$ cat src/rtl/spi_pwm_timer.sv
// PWM/timer peripheral driven from the SPI register bank.
// cfg0: EN/ONESHOT/INV/CLR/PSC, cfg1-2: PERIOD, cfg3-4: DUTY, cfg5: irq masks.
// stat0-1: counter, stat2: flags, stat3: wrap count, stat4: ID, stat5: version.
// NUM_CFG must be at least 6, NUM_STATUS must equal NUM_CFG, REG_WIDTH must be 8.
module spi_pwm_timer #(
  parameter int unsigned NUM_CFG    = 8,
  parameter int unsigned NUM_STATUS = 8,
  parameter int unsigned REG_WIDTH  = 8
) (
  input  logic                            clk,
  input  logic                            rstb,
  input  logic                            ena,
  input  logic [NUM_CFG*REG_WIDTH-1:0]    config_regs,
  output logic [NUM_STATUS*REG_WIDTH-1:0] status_regs,
  output logic                            pwm_out,
  output logic                            irq
);

  typedef enum logic [1:0] {
    StIdle,
    StRun,
    StDone
  } state_e;

  // Config field decode
  logic        cfg_en;
  logic        cfg_oneshot;
  logic        cfg_inv;
  logic        cfg_clr;
  logic [3:0]  cfg_psc;
  logic [15:0] cfg_period;
  logic [15:0] cfg_duty;
  logic        cfg_mask_wrap;
  logic        cfg_mask_cmp;

  assign cfg_en        = config_regs[0];
  assign cfg_oneshot   = config_regs[1];
  assign cfg_inv       = config_regs[2];
  assign cfg_clr       = config_regs[3];
  assign cfg_psc       = config_regs[7:4];
  assign cfg_period    = config_regs[23:8];
  assign cfg_duty      = config_regs[39:24];
  assign cfg_mask_wrap = config_regs[40];
  assign cfg_mask_cmp  = config_regs[41];

  // Reserved config bits are deliberately ignored.
  logic unused_cfg;
  if (NUM_CFG > 6) begin : g_unused_wide
    assign unused_cfg = ^{config_regs[47:42], config_regs[NUM_CFG*REG_WIDTH-1:48]};
  end else begin : g_unused_min
    assign unused_cfg = ^config_regs[47:42];
  end

  state_e      state_q, state_d;
  logic [15:0] cnt_q, cnt_d;
  logic [15:0] psc_q, psc_d;
  logic [15:0] period_s_q, period_s_d;
  logic [15:0] duty_s_q, duty_s_d;
  logic        wrap_q, wrap_d;
  logic        cmp_q, cmp_d;
  logic        done_q, done_d;
  logic [7:0]  wrap_cnt_q, wrap_cnt_d;
  logic        pwm_q, pwm_d;
  logic        irq_q, irq_d;
  logic        clr_prev_q, clr_prev_d;

  logic        running;
  logic        clr_edge;
  logic        tick;
  logic [15:0] psc_lim;
  logic [15:0] cnt_inc;

  assign running  = (state_q == StRun);
  assign clr_edge = cfg_clr & ~clr_prev_q;
  assign psc_lim  = (16'd1 << cfg_psc) - 16'd1;
  assign cnt_inc  = cnt_q + 16'd1;

  // Next-state logic for the FSM, counter, prescaler, shadows and flags
  always_comb begin
    state_d    = state_q;
    cnt_d      = cnt_q;
    psc_d      = psc_q;
    period_s_d = period_s_q;
    duty_s_d   = duty_s_q;
    wrap_d     = wrap_q;
    cmp_d      = cmp_q;
    done_d     = done_q;
    wrap_cnt_d = wrap_cnt_q;
    clr_prev_d = cfg_clr;
    tick       = 1'b0;

    // pwm_out lags the counter by one cycle; outside RUN it rests at INV.
    pwm_d = (running && (cnt_q < duty_s_q)) ^ cfg_inv;
    irq_d = (wrap_q & cfg_mask_wrap) | (cmp_q & cfg_mask_cmp);

    // Shadows track config whenever the timer is not running.
    if (!running) begin
      period_s_d = cfg_period;
      duty_s_d   = cfg_duty;
    end

    if (clr_edge) begin
      wrap_d     = 1'b0;
      cmp_d      = 1'b0;
      done_d     = 1'b0;
      wrap_cnt_d = 8'd0;
    end

    unique case (state_q)
      StIdle: begin
        cnt_d = 16'd0;
        psc_d = 16'd0;
        if (cfg_en) begin
          state_d = StRun;
        end
      end
      StRun: begin
        if (!cfg_en) begin
          state_d = StIdle;
          cnt_d   = 16'd0;
          psc_d   = 16'd0;
        end else if (clr_edge) begin
          // CLR wins over any wrap or compare landing in the same cycle.
          cnt_d = 16'd0;
          psc_d = 16'd0;
        end else begin
          if (psc_q == psc_lim) begin
            psc_d = 16'd0;
            tick  = 1'b1;
          end else begin
            psc_d = psc_q + 16'd1;
          end
          // A zero period parks the counter at 0 with no events.
          if (tick && (period_s_q != 16'd0)) begin
            if (cnt_q == period_s_q) begin
              cnt_d      = 16'd0;
              wrap_d     = 1'b1;
              wrap_cnt_d = wrap_cnt_q + 8'd1;
              period_s_d = cfg_period;
              duty_s_d   = cfg_duty;
              if (cfg_oneshot) begin
                state_d = StDone;
                done_d  = 1'b1;
              end
            end else begin
              cnt_d = cnt_inc;
              if (cnt_inc == duty_s_q) begin
                cmp_d = 1'b1;
              end
            end
          end
        end
      end
      StDone: begin
        cnt_d = 16'd0;
        psc_d = 16'd0;
        if (!cfg_en || clr_edge) begin
          state_d = StIdle;
        end
      end
      default: begin
        state_d = StIdle;
        cnt_d   = 16'd0;
        psc_d   = 16'd0;
      end
    endcase
  end

  // State registers; ena low freezes everything including the CLR edge detector
  always_ff @(posedge clk or negedge rstb) begin
    if (!rstb) begin
      state_q    <= StIdle;
      cnt_q      <= 16'd0;
      psc_q      <= 16'd0;
      period_s_q <= 16'd0;
      duty_s_q   <= 16'd0;
      wrap_q     <= 1'b0;
      cmp_q      <= 1'b0;
      done_q     <= 1'b0;
      wrap_cnt_q <= 8'd0;
      pwm_q      <= 1'b0;
      irq_q      <= 1'b0;
      clr_prev_q <= 1'b0;
    end else if (ena) begin
      state_q    <= state_d;
      cnt_q      <= cnt_d;
      psc_q      <= psc_d;
      period_s_q <= period_s_d;
      duty_s_q   <= duty_s_d;
      wrap_q     <= wrap_d;
      cmp_q      <= cmp_d;
      done_q     <= done_d;
      wrap_cnt_q <= wrap_cnt_d;
      pwm_q      <= pwm_d;
      irq_q      <= irq_d;
      clr_prev_q <= clr_prev_d;
    end
  end

  // Status bank; counter bytes are live, so multi-byte reads may tear
  always_comb begin
    status_regs        = '0;
    status_regs[15:0]  = cnt_q;
    status_regs[23:16] = {3'b000, done_q, pwm_q, running, cmp_q, wrap_q};
    status_regs[31:24] = wrap_cnt_q;
    status_regs[39:32] = 8'hC5;
    status_regs[47:40] = 8'h01;
  end

  assign pwm_out = pwm_q;
  assign irq     = irq_q;

endmodule
$ cat config.mk
export PLATFORM = sky130hd
export DESIGN_NAME = spi_pwm_timer
export DESIGN_NICKNAME = d
export VERILOG_FILES = /design/src/rtl/spi_pwm_timer.sv
export SDC_FILE = /design/constraint.sdc
export NUM_CORES = 1
export LEC_CHECK = 0
export BUFFER_PORTS_ARGS = -buffer_cell sky130_fd_sc_hd__buf_2
export CAP_MARGIN = 15
export CORE_MARGIN = 2
export CORE_UTILIZATION = 45
export CTS_BUF_LIST = sky130_fd_sc_hd__clkbuf_8
export CTS_CLUSTER_SIZE = 40
export DETAILED_ROUTE_END_ITERATION = 10
export HOLD_SLACK_MARGIN = 0.02
export PLACE_DENSITY = 0.68
export REMOVE_ABC_BUFFERS = 1
export SYNTH_ARGS = -nofsm -noshare
export SYNTH_HDL_FRONTEND = slang
export SYNTH_SLANG_ARGS = --single-unit
$ cat constraint.sdc
create_clock -name clk -period 8.5 [get_ports clk]
set_clock_uncertainty 0.2 [all_clocks]
set_input_delay 2.125 -clock clk [delete_from_list [all_inputs] [get_ports clk]]
set_output_delay 2.125 -clock clk [all_outputs]
set_load 0.01 [all_outputs]
==> metrics.md <==
| Metric | Value |
|---|---|
| Result of the run | finished, final reports clean |
| Worst min-delay path class | reg -> reg |
| Slew Viols, Final | 0 |
| Drt drc | 0 |
| Initial detailed-routing violation count | 306 |
| WS Path Type | in -> reg |
| Die width | 117.6 um |
| Min Clock Period, post-route | 6.239 ns |
| Post-route fraction of the period consumed by the critical path | 0.7340 |
| Worst Hold Path Cells | 1 |
| Achievable Freq | 0.1603 GHz |
| Hold buffer count at CTS | 0 |
| Unrepaired setup endpoints after global routing | no |
| Number of storage elements in the synthesis netlist | 80 |
| Critical Path RT | 8.55 ns |
| Area contributors post-synth | sky130_fd_sc_hd__dfrtp_1 34%, sky130_fd_sc_hd__mux2_1 6.2%, sky130_fd_sc_hd__buf_4 5.4% |
| Core outline area | 12620 sq um |
| Type of origin of the critical path | primary input |
| Kind of end point of the critical path | register |
| Worst slack after detailed placement | 1.976 ns |
| Longest Clk Path Bufs | 2 |
| Dpl hpwl | 9456 um |
| Total Die Area | 13830 sq um |
| Routed WL | 12940 um |
| Post-route setup TNS | 0 ns |
| Initial core utilization | 0.4603 |
| Share of the synthesized area in the top cell type | 0.3446 |
| Simple-gate area share of the yosys netlist | 0.1833 |
| Total vias in the final route | 4735 |
| Max-cap violations | 0 |
| Instance count of the mapped netlist | 641 |
| Vias in the first global route | 4612 |
| Synthesized area | 5809 sq um |
| Final Setup Violations | 0 |
| Area leader, netlist | sky130_fd_sc_hd__dfrtp_1 |
| Area share of xor/xnor cells in the synthesized design | 0.07538 |
| 1st-pass router iterations | 4 |
| Worst setup margin | 2.261 ns |
| Worst vdd rail ir drop | 0.08985 mV |
| Post-route insts no fill | 860 |
| Post-CTS sizing | 0 |
| Root buf cell | sky130_fd_sc_hd__clkbuf_8 |
| H-tree levels | 3 |
| All-Layer GR Usage | 0.1943 |
| Remaining max-slew budget at the tightest pin | 0.3023 |
| Drt via density | 5.506 |
| Share of the synthesized area in compound gates (AO/OA/AOI/OAI) | 0.1572 |
| Depth of the most critical reg-to-reg path | 8 |
| Final-layout worst hold slack | 0.3033 ns |
| Arrival time of data at the critical path endpoint | 6.29 ns |
| Per-instance average area after synthesis | 9.063 sq um |
| Power density normalized to cell area | 140.7 nW/um^2 |
| Fraction of layout instances using a drive strength above 1 | 0.1541 |
| Combinational family with the most area after synthesis | simple AND/OR/NAND/NOR gates |
| Number of warnings issued by yosys | 0 |
| Site row count | 41 |
| Ports placed on the boundary | 133 |
| Mux cell area share after synthesis | 0.08874 |
| Die Ht | 117.6 um |
| Number of antenna repair diodes | 0 |
| Peak fanout along the critical path | 26 |
| Net total in the final layout | 771 |
| Clock network latency to the later pin of the worst-skew pair | 0.37 ns |
| Count of flip-flops with a built-in enable after synthesis | 0 |
| Area growth, synth to finish | 7.775% |
| Top FF cell, synth | sky130_fd_sc_hd__dfrtp_1 |
| Ordered list of cells on the worst path | buf_2 -> inv_1 -> nand4_1 -> ha_1 -> inv_1 -> a2111oi_0 -> o21ai_0 -> a2111oi_4 -> nand2_2 -> o21ai_2 -> o21ai_0 -> mux2_2 |
| Routed WL per cell | 15.05 um |
| Last weighted congestion value of the routability-driven placer | 0.8854 |
| Total power | 881.2 uW |
| Number of antenna-violating nets in the routed design | 0 |
| Worst slew pin tran | 1.043 ns |
| Share of flip-flops with an asynchronous set or reset after synthesis | 1.000 |
| Worst-path cell with the longest stage delay | sky130_fd_sc_hd__o21ai_2 |
| Cells after DPL | 845 |
| Initial antenna violation count | 0 |
| Adder-cell area share of the yosys netlist | 0.04308 |
| Clock buffers created by TritonCTS | 9 |
| Leakage power figure | 2.922 nW |
| Maximum single-stage delay on the critical path | 0.76 ns |
| First-pass GRT wire length | 22150 um |
| Unique cell type count in the Yosys netlist | 67 |
| Seq/Total Area, Yosys | 0.3446 |
| Number of hold violations in the final report | 0 |
| Pin count of the biggest net entering global routing | 81 |
| Total of buffers placed on input and output ports | 75 |
| Clock transition at the registers of the reported paths | 0.08 ns |
| Remaining Overflow, GRT | 0 |
| Number of clock sinks | 80 |
| Post-CTS Setup Repair Bufs | 0 |
| Clock tree from TritonCTS | done |
[Yosys cell counts (3+ instances only)]
cell and instances:
sky130_fd_sc_hd__dfrtp_1 80, sky130_fd_sc_hd__buf_4 42, sky130_fd_sc_hd__nand2_1 40, sky130_fd_sc_hd__inv_1 39
sky130_fd_sc_hd__mux2_1 32, sky130_fd_sc_hd__a21oi_1 31, sky130_fd_sc_hd__o21ai_0 29, sky130_fd_sc_hd__xor2_1 29
sky130_fd_sc_hd__nand3_1 28, sky130_fd_sc_hd__xnor2_1 21, sky130_fd_sc_hd__ha_1 20, sky130_fd_sc_hd__clkbuf_1 18
sky130_fd_sc_hd__nor2_1 18, sky130_fd_sc_hd__nor4_1 16, sky130_fd_sc_hd__buf_2 14, sky130_fd_sc_hd__a21o_1 13
sky130_fd_sc_hd__and3_1 13, sky130_fd_sc_hd__nor2b_1 12, sky130_fd_sc_hd__nor3_1 12, sky130_fd_sc_hd__mux2i_1 11
sky130_fd_sc_hd__a31oi_1 9, sky130_fd_sc_hd__nand4_1 8, sky130_fd_sc_hd__nor3b_1 8, sky130_fd_sc_hd__o21ai_1 7
sky130_fd_sc_hd__nand2b_1 6, sky130_fd_sc_hd__o211ai_1 6, sky130_fd_sc_hd__o2bb2ai_1 6, sky130_fd_sc_hd__a211oi_1 5
sky130_fd_sc_hd__a22o_1 4, sky130_fd_sc_hd__mux2_2 4, sky130_fd_sc_hd__or3_1 4, sky130_fd_sc_hd__a22oi_1 3
sky130_fd_sc_hd__a31o_2 3, sky130_fd_sc_hd__nand3b_1 3, sky130_fd_sc_hd__nor4b_1 3
[logic make-up after synthesis]
| family | after synthesis |
|---|---|
| flip-flops | 80 |
| multiplexers | 47 |
| AND/OR/NAND/NOR | 189 |
| adder cells (fa/ha/maj) | 20 |
| buffers and inverters | 116 |
| AO/OA/AOI/OAI | 137 |
| other | 2 |
| XOR/XNOR | 50 |
[power by group]
part	total [mW]	switching, mW	leakage [nW]	internal [mW]
Sequential	0.441	0.0303	1.04	0.410
Clock	0.282	0.142	0.101	0.140
Combinational	0.159	0.0891	1.79	0.0696
[sequential cells by signal (all words and copies together), names as in the netlist]
| signal | count |
|---|---|
| cnt_q | 16 |
| wrap_q | 1 |
| psc_q | 16 |
| period_s_q | 16 |
| pwm_out | 1 |
| done_q | 1 |
| cmp_q | 1 |
| clr_prev_q | 1 |
| wrap_cnt_q | 8 |
| irq | 1 |
| state_q | 2 |
| duty_s_q | 16 |
[through the flow]
stage	instance area, sq um	utilization
finish	6261	0.4961
global route	6261	0.4961
CTS	6261	0.4961
detailed placement	6073	0.4813
global placement	6073	0.4813
floorplan	5461	-
[critical path: cells and delay by family]
| kind | cells | cell delay, ns |
|---|---|---|
| simple gates | 2 | 0.39 |
| compound gates | 5 | 2.08 |
| fa+ha+maj | 1 | 0.59 |
| buf+inv | 3 | 0.81 |
| mux | 1 | 0.29 |
[layout by cell type (no fill, tap or decap), drive strengths merged, types with 8 or more instances in the layout]
cell    synthesis  final
o21ai          37     37
dfrtp          80     80
xnor2          21     21
mux2           36     36
ha             20     20
conb            2     35
and3           13     13
buf            59     76
clkbuf         18     10
mux2i          11     11
nor2b          12     12
nor3b           8      8
nor4           17     17
nand3          28     28
nand4           8      8
nor2           18     18
nand2          41     41
nor3           13     13
a31oi           9      9
xor2           29     29
a21o           13     13
inv            39     41
a21oi          31     31
[path summary, 6_finish.rpt]
| kind | slack (ns) | end | startpoint |
|---|---|---|---|
| max | 2.26 | psc_q[6] | config_regs[7] |
| min | 0.30 | duty_s_q[3] | duty_s_q[3] |
| max reg2reg | 5.08 | psc_q[6] | psc_q[7] |
| min reg2reg | 0.30 | duty_s_q[3] | duty_s_q[3] |
| max in group asynchronous | 5.70 | done_q | rstb |
| min in group asynchronous | 1.71 | duty_s_q[11] | rstb |
[layer usage]
| metal | wire [um] | share of wire | track usage | up-vias |
|---|---|---|---|---|
| li1 | - | - | - | 2295 |
| met4 | 267 | 0.021 | 0.07455 | 0 |
| met5 | 0 | 0 | 0 | - |
| met1 | 5716 | 0.44 | 0.2477 | 2263 |
| met3 | 708 | 0.055 | 0.04118 | 24 |
| met2 | 6252 | 0.48 | 0.3230 | 153 |
[area by class of cell]
type | instances | area (sq um)
clock buffers | 10 | 137.6
clock inverters | 5 | 50.05
fillers | 1197 | 6359
inverters | 39 | 146.4
multi-input cells | 478 | 3324
flip-flops and latches | 80 | 2002
well taps | 172 | 215.2
repair buffers | 76 | 385.4
No activity file was read; power rests on OpenSTA's default activity.
